$ cat config.mk
export PLATFORM = sky130hd
export DESIGN_NAME = ibex_fp_div_bf16
export DESIGN_NICKNAME = d
export VERILOG_FILES = /design/src/rtl/ibex_fp_div_bf16.sv
export SDC_FILE = /design/constraint.sdc
export NUM_CORES = 1
export LEC_CHECK = 0
export ABC_AREA = 1
export BUFFER_PORTS_ARGS = -buffer_cell sky130_fd_sc_hd__buf_2
export CORE_MARGIN = 4
export CORE_UTILIZATION = 40
export DETAILED_ROUTE_END_ITERATION = 8
export SLEW_MARGIN = 20
export SYNTH_ARGS = -nofsm -noshare
export SYNTH_HDL_FRONTEND = slang
export SYNTH_SLANG_ARGS = --single-unit
export TNS_END_PERCENT = 1
$ cat constraint.sdc
create_clock -name clk_i -period 2.5 [get_ports clk_i]
set_input_delay 0.375 -clock clk_i [delete_from_list [all_inputs] [get_ports clk_i]]
set_output_delay 0.375 -clock clk_i [all_outputs]
set_load 0.02 [all_outputs]
$ cat src/rtl/ibex_fp_div_bf16.sv
// ibex_fp_div_bf16 - iterative bfloat16 divider behind the execute block.
//
// Handshake: the execute block holds div_en_i high for the whole operation
// and operands are captured in the IDLE cycle where div_en_i is first seen
// high. valid_o is high exactly while the FSM sits in DONE. result_o and
// flags_o stay stable in DONE until div_en_i & ready_id_i completes the
// handshake. div_en_i low in any non-IDLE state aborts back to IDLE and
// discards the result.
//
// Ports:
//   clk_i, rst_ni      clock, asynchronous active-low reset
//   div_en_i           dynamic enable (low aborts)
//   operand_a_i/b_i    dividend / divisor, bf16 in [31:16]
//   ready_id_i         ID stage accepts the result
//   valid_o            result and flags valid (state == DONE)
//   busy_o             state is not IDLE
//   result_o           bf16 quotient in [31:16], [15:0] zero
//   flags_o            {NV, DZ, OF, UF, NX}
//   dbg_state_o        current FSM state (0 IDLE, 1 DIV, 2 NORM, 3 DONE)
module ibex_fp_div_bf16 #(
    parameter int unsigned NumIter = 11
) (
    input  logic        clk_i,
    input  logic        rst_ni,
    input  logic        div_en_i,
    input  logic [31:0] operand_a_i,
    input  logic [31:0] operand_b_i,
    input  logic        ready_id_i,
    output logic        valid_o,
    output logic        busy_o,
    output logic [31:0] result_o,
    output logic [4:0]  flags_o,
    output logic [1:0]  dbg_state_o
);

    typedef enum logic [1:0] {S_IDLE = 2'd0, S_DIV = 2'd1, S_NORM = 2'd2, S_DONE = 2'd3} state_t;

    localparam logic [3:0] LastCnt = 4'(NumIter - 1);

    state_t             r_state, w_next;
    logic [3:0]         r_cnt;
    logic [8:0]         r_rem;
    logic [7:0]         r_mb;
    logic [10:0]        r_q;
    logic signed [9:0]  r_exp;   // e_a - e_b + 126
    logic               r_sign;
    logic [15:0]        r_res;
    logic [4:0]         r_flags;

    // Operand decode
    logic [7:0] w_ea, w_eb;
    logic [6:0] w_fa, w_fb;
    logic       w_sign;
    logic       w_a_zero, w_b_zero, w_a_inf, w_b_inf, w_a_nan, w_b_nan;
    logic       w_unused;

    assign w_ea     = operand_a_i[30:23];
    assign w_fa     = operand_a_i[22:16];
    assign w_eb     = operand_b_i[30:23];
    assign w_fb     = operand_b_i[22:16];
    assign w_sign   = operand_a_i[31] ^ operand_b_i[31];
    assign w_a_zero = (w_ea == 8'd0);
    assign w_b_zero = (w_eb == 8'd0);
    assign w_a_inf  = (w_ea == 8'hFF) && (w_fa == 7'd0);
    assign w_b_inf  = (w_eb == 8'hFF) && (w_fb == 7'd0);
    assign w_a_nan  = (w_ea == 8'hFF) && (w_fa != 7'd0);
    assign w_b_nan  = (w_eb == 8'hFF) && (w_fb != 7'd0);
    assign w_unused = ^{operand_a_i[15:0], operand_b_i[15:0]};

    // Special-case resolution (priority order matters: NaN cases first)
    logic        w_special;
    logic [15:0] w_spec_res;
    logic [4:0]  w_spec_flags;

    always_comb begin
        w_special    = 1'b1;
        w_spec_res   = 16'h0000;
        w_spec_flags = 5'b00000;
        if (w_a_nan || w_b_nan || (w_a_zero && w_b_zero) || (w_a_inf && w_b_inf)) begin
            w_spec_res   = 16'h7FC0;
            w_spec_flags = 5'b10000;
        end else if (w_a_inf) begin
            w_spec_res = {w_sign, 15'h7F80};
        end else if (w_b_inf) begin
            w_spec_res = {w_sign, 15'h0000};
        end else if (w_b_zero) begin
            w_spec_res   = {w_sign, 15'h7F80};
            w_spec_flags = 5'b01000;
        end else if (w_a_zero) begin
            w_spec_res = {w_sign, 15'h0000};
        end else begin
            w_special = 1'b0;
        end
    end

    // One restoring-division step
    logic       w_qbit;
    logic [8:0] w_rem_sub;

    assign w_qbit    = (r_rem >= {1'b0, r_mb});
    assign w_rem_sub = w_qbit ? (r_rem - {1'b0, r_mb}) : r_rem;

    // Normalise, round to nearest even, range check
    logic [7:0]        w_m, w_m_r;
    logic              w_g, w_st, w_inc;
    logic [8:0]        w_m_inc;
    logic signed [9:0] w_exp_n, w_exp_r;
    logic [15:0]       w_norm_res;
    logic [4:0]        w_norm_flags;

    always_comb begin
        if (r_q[10]) begin
            w_m     = r_q[10:3];
            w_g     = r_q[2];
            w_st    = (|r_q[1:0]) | (|r_rem);
            w_exp_n = r_exp + 10'sd1;
        end else begin
            w_m     = r_q[9:2];
            w_g     = r_q[1];
            w_st    = r_q[0] | (|r_rem);
            w_exp_n = r_exp;
        end
        w_inc   = w_g & (w_st | w_m[0]);
        w_m_inc = {1'b0, w_m} + {8'd0, w_inc};
        // Mantissa overflow from rounding renormalises to 1.0 and bumps exp
        if (w_m_inc[8]) begin
            w_m_r   = 8'h80;
            w_exp_r = w_exp_n + 10'sd1;
        end else begin
            w_m_r   = w_m_inc[7:0];
            w_exp_r = w_exp_n;
        end
        if (w_exp_r >= 10'sd255) begin
            w_norm_res   = {r_sign, 15'h7F80};
            w_norm_flags = 5'b00101;
        end else if (w_exp_r <= 10'sd0) begin
            w_norm_res   = {r_sign, 15'h0000};
            w_norm_flags = 5'b00011;
        end else begin
            w_norm_res   = {r_sign, w_exp_r[7:0], w_m_r[6:0]};
            w_norm_flags = {4'b0000, w_g | w_st};
        end
    end

    // FSM next state
    always_comb begin
        w_next = r_state;
        case (r_state)
            S_IDLE: if (div_en_i) w_next = w_special ? S_DONE : S_DIV;
            S_DIV: begin
                if (!div_en_i)             w_next = S_IDLE;
                else if (r_cnt == LastCnt) w_next = S_NORM;
            end
            S_NORM: w_next = div_en_i ? S_DONE : S_IDLE;
            S_DONE: if (!div_en_i || ready_id_i) w_next = S_IDLE;
            default: w_next = S_IDLE;
        endcase
    end

    always_ff @(posedge clk_i or negedge rst_ni) begin
        if (!rst_ni) r_state <= S_IDLE;
        else         r_state <= w_next;
    end

    // Datapath and result registers
    always_ff @(posedge clk_i or negedge rst_ni) begin
        if (!rst_ni) begin
            r_cnt   <= 4'd0;
            r_rem   <= 9'd0;
            r_mb    <= 8'd0;
            r_q     <= 11'd0;
            r_exp   <= 10'sd0;
            r_sign  <= 1'b0;
            r_res   <= 16'd0;
            r_flags <= 5'd0;
        end else begin
            case (r_state)
                S_IDLE: begin
                    if (div_en_i && w_special) begin
                        r_res   <= w_spec_res;
                        r_flags <= w_spec_flags;
                    end else begin
                        r_res   <= 16'd0;
                        r_flags <= 5'd0;
                    end
                    if (div_en_i && !w_special) begin
                        r_rem  <= {2'b01, w_fa};
                        r_mb   <= {1'b1, w_fb};
                        r_q    <= 11'd0;
                        r_cnt  <= 4'd0;
                        r_sign <= w_sign;
                        r_exp  <= $signed({2'b00, w_ea}) - $signed({2'b00, w_eb}) + 10'sd126;
                    end
                end
                S_DIV: begin
                    r_rem <= {w_rem_sub[7:0], 1'b0};
                    r_q   <= {r_q[9:0], w_qbit};
                    r_cnt <= r_cnt + 4'd1;
                end
                S_NORM: begin
                    r_res   <= w_norm_res;
                    r_flags <= w_norm_flags;
                end
                default: ;
            endcase
            // Leaving an active state (handshake or abort) drops the result
            if ((r_state != S_IDLE) && (w_next == S_IDLE)) begin
                r_res   <= 16'd0;
                r_flags <= 5'd0;
                r_cnt   <= 4'd0;
            end
        end
    end

    assign valid_o     = (r_state == S_DONE);
    assign busy_o      = (r_state != S_IDLE);
    assign result_o    = {r_res, 16'h0000};
    assign flags_o     = r_flags;
    assign dbg_state_o = r_state;

endmodule

==> results.txt <==
The maximum net fanout on the critical path came out at 8. The tightest min-delay check is of the input pin to async pin type. Cells with a size suffix above 1 make up 22.99% of the layout. The portion of the post-synthesis area used by sequential elements is 32.74%. The start point of the critical path is r_q[10]. The count of buffers from port buffering is 60. The per-instance average area after synthesis is 7.026 um2. The latest clock arrival within the worst-skew pair came out at 340 ps. The number of hold violations in the final report came out at 0. The number of global-route vias before repair came out at 4452. CTS placed an instance of sky130_fd_sc_hd__clkbuf_16 at the clock tree root. The compound-gate portion of the synthesized area is 9.598%. Summing over every cut layer, the via total after detailed routing is 4708. The area share of xor/xnor cells in the synthesized design came out at 4.514%.

The total congestion overflow is 0. Counting flops and latches in the post-synthesis netlist gives 66. The warning count from the yosys run is 0. The post-route worst setup slack came out at 12.73 ps. After clock tree synthesis, the clock-pin slew on the worst setup and hold paths is 50 ps. The routed wirelength normalized by instance count is 12.04 um. The number of setup violations in the final report is 0. Clock skew on the completed layout was measured at 9.319 ps. The tree built by TritonCTS fans out to 66 sinks. The worst max-slew margin expressed relative to the limit is 62.70%.

The cell area reported after detailed placement came out at 5771 um2. The wire length of the first global-routing pass came out at 20.13 mm. The critical path is of the flip-flop to flip-flop type. The leakage power came out at 3.360 nW.

The run finished with clean final reports. STA classifies the critical path endpoint as a flip-flop. The routed design has 11.92 mm of wire. The largest vdd supply drop is 478.6 uV. Setup repair after global routing could not meet its margin everywhere. The initial cell density of the core came out at 41.48%. The multiplexer fraction of the synthesized cell area came out at 0%. The max capacitance violation total came out at 0. The die is 120.3 um wide. The number of flops mapped to enable cells by yosys is 0. The number of standard cells after synthesis is 718. The total count of max-transition violations in the final report is 0. After routing the design area is 6289 um2. After synthesis, the netlist uses 41 different library cells.

The final hold slack is 30.23 ps. The required time of the critical path came out at 2720 ps. The number of rows created at floorplan is 40. The clock buffer count from CTS came out at 9. Leaving out fill and tap cells, the most frequent cell in the layout is sky130_fd_sc_hd__nand2_1. For this design the top-level I/O count stands at 109. The number of levels in the clock H-tree is 3. The pre-antenna-repair detailed-routing pass consisted of 4 iterations. The total negative setup slack came out at 0 ps. In the synthesized netlist the dominant register cell turns out to be sky130_fd_sc_hd__dfrtp_1. The number of antenna violations at the first check in global routing is 0. The post-route total power came out at 5.379 mW. The pin count of the biggest net entering global routing came out at 43. The slew at the pin closest to its max-slew limit came out at 559.5 ps.

The adder and majority cell fraction of the synthesized area came out at 6.250%. The peak clock frequency supported by timing came out at 402.0 MHz. The first routing iteration left 219 violations. The total power divided by cell area came out at 855.3 nW/um2. The fraction of the core area covered by cells at the end of the flow is 51.71%. The area overhead of the layout relative to synthesis came out at 24.65%. The congestion estimate from routability-driven global placement came to 0.8408. The longest clock path from root to sink contains 2 buffers. The die height came out at 120.3 um. Global routing consumed, over all layers together, 16.86% of the routing resources. After synthesis, the largest family of logic cells by area is simple AND/OR/NAND/NOR gates.

The HPWL after detailed placement is 9.345 mm. The floorplan die area came out at 14470 um2. The synthesized netlist devotes 35.37% of its cell area to simple gates.

The ratio of final minimum period to clock period is 99.49%. In this run the cell area of the synthesized design comes to 5045 um2. The critical path launch point type is a flip-flop. The number of nets with antenna violations after detailed routing came out at 0. For this run, the post-layout net count is 909.

The setup slack on the worst flop-to-flop path is 10 ps. Of all flip-flops after synthesis, the portion carrying an async set or reset was 100.0%. Including well taps, the total number of placed cells is 969. After detailed routing, the number of vias per cell comes to 4.756. In the layout the commonest cells are sky130_fd_sc_hd__nand2_1 (217), sky130_fd_sc_hd__inv_1 (90), sky130_fd_sc_hd__dfrtp_1 (65). Timing analysis after detailed placement gives a worst setup slack of -122.0 ps.

The total core area is 12160 um2. TritonCTS built the clock tree. The hold buffer count at cts came out at 0. The number of standard cells in the layout, taps in and fillers out came out at 990. The data arrival time at the worst-slack endpoint is 2710 ps.

The number of antenna diodes in the final layout is 0. The worst reg2reg path startpoint is r_q[10]. The DRC violation count after routing came out at 0. For the finished layout, the period the worst path requires is 2487 ps.
## logic make-up after synthesis
family                   count (synthesis)
XOR/XNOR                                26
AO/OA/AOI/OAI                           87
other                                    1
flip-flops                              66
adder cells (fa/ha/maj)                 24
buffers and inverters                  130
AND/OR/NAND/NOR                        384
## worst paths after layout
check / end / depth (start not counted)
hold / removal: r_q[6] / 1
min in group clk_i: r_mb[0] / 3
setup / recovery: flags_o[0] / 17
hold reg to reg: r_mb[7] / 2
max in group asynchronous: r_exp[6] / 2
setup reg to reg: flags_o[0] / 17
## critical path, stage by stage (launching register included)
cell and delay, ps:
sky130_fd_sc_hd__dfrtp_2 490, sky130_fd_sc_hd__buf_6 160, sky130_fd_sc_hd__buf_6 110, sky130_fd_sc_hd__nand2_1 80
sky130_fd_sc_hd__nand2_2 130, sky130_fd_sc_hd__nand2_2 80, sky130_fd_sc_hd__nor2_4 120, sky130_fd_sc_hd__nand2_4 110
sky130_fd_sc_hd__nor2_4 160, sky130_fd_sc_hd__nand4_1 100, sky130_fd_sc_hd__nand2_1 90, sky130_fd_sc_hd__inv_2 40
sky130_fd_sc_hd__nor2_4 150, sky130_fd_sc_hd__buf_4 140, sky130_fd_sc_hd__buf_4 90, sky130_fd_sc_hd__nand4_1 90
sky130_fd_sc_hd__o21ai_1 160, sky130_fd_sc_hd__nand2_1 60
## synth_stat cells, types with 2 or more instances
cell / instances / share of area [%]
sky130_fd_sc_hd__o21bai_1: 2 / 0.30
sky130_fd_sc_hd__inv_1: 92 / 6.8
sky130_fd_sc_hd__dfrtp_1: 66 / 33
sky130_fd_sc_hd__and3_1: 3 / 0.37
sky130_fd_sc_hd__nand3_2: 8 / 1.6
sky130_fd_sc_hd__buf_2: 5 / 0.50
sky130_fd_sc_hd__nor2_1: 37 / 2.8
sky130_fd_sc_hd__inv_2: 4 / 0.30
sky130_fd_sc_hd__nand2_1: 224 / 17
sky130_fd_sc_hd__o211ai_1: 3 / 0.45
sky130_fd_sc_hd__buf_6: 2 / 0.45
sky130_fd_sc_hd__clkbuf_1: 8 / 0.60
sky130_fd_sc_hd__nor3_1: 6 / 0.60
sky130_fd_sc_hd__buf_4: 18 / 2.7
sky130_fd_sc_hd__nor2_4: 5 / 1.1
sky130_fd_sc_hd__nand2_4: 2 / 0.45
sky130_fd_sc_hd__o21ai_1: 3 / 0.30
sky130_fd_sc_hd__xnor2_1: 8 / 1.4
sky130_fd_sc_hd__nand4_1: 15 / 1.9
sky130_fd_sc_hd__or2_2: 2 / 0.25
sky130_fd_sc_hd__o21ai_0: 36 / 3.6
sky130_fd_sc_hd__nor4_1: 8 / 0.99
sky130_fd_sc_hd__xor2_1: 18 / 3.1
sky130_fd_sc_hd__o21a_1: 3 / 0.45
sky130_fd_sc_hd__ha_1: 22 / 5.5
sky130_fd_sc_hd__nand2_2: 11 / 1.4
sky130_fd_sc_hd__o22ai_1: 15 / 1.9
sky130_fd_sc_hd__a21oi_1: 22 / 2.2
sky130_fd_sc_hd__nor2_8: 2 / 0.79
sky130_fd_sc_hd__fa_1: 2 / 0.79
sky130_fd_sc_hd__nor2_2: 6 / 0.74
sky130_fd_sc_hd__nand3_1: 51 / 5.1
## registers in the layout (all words and copies together), names as in the netlist
| name | count |
|---|---|
| r_cnt | 4 |
| r_exp | 10 |
| r_sign | 1 |
| flags_o | 5 |
| r_res | 16 |
| r_q | 11 |
| dbg_state_o | 2 |
| r_mb | 8 |
| r_rem | 9 |
## per-layer routing
layer | share of wire, % | global-route usage (%) | vias up
met3 | 4.6 | 3.789 | 8
met4 | 0.95 | 4.674 | 0
met5 | 0 | 0 | -
met2 | 47 | 28.03 | 85
li1 | - | - | 2478
met1 | 47 | 22.16 | 2137
## timing repair
action                     4_1_cts  5_1_grt
setup endpoints to repair       18       26
buffers inserted                 2        3
resized for setup                5       32
pin swaps                        0       20
cloned                           0        0
## layout make-up
type | count | area [um2]
inverters | 97 | 365.4
clock inverters | 6 | 105.1
flip-flops and latches | 66 | 1653
clock buffers | 10 | 229.0
fillers | 1244 | 5873
well taps | 168 | 210.2
multi-input cells | 537 | 3033
repair buffers | 106 | 693.2
## power by group
part           leakage (nW)  switching (mW)  internal, mW
combinational          2.33            1.47         0.977
clock                 0.166           0.457         0.968
sequential            0.862           0.216          1.29
total                  3.36            2.14          3.24
(Power assumes the default switching activity.)
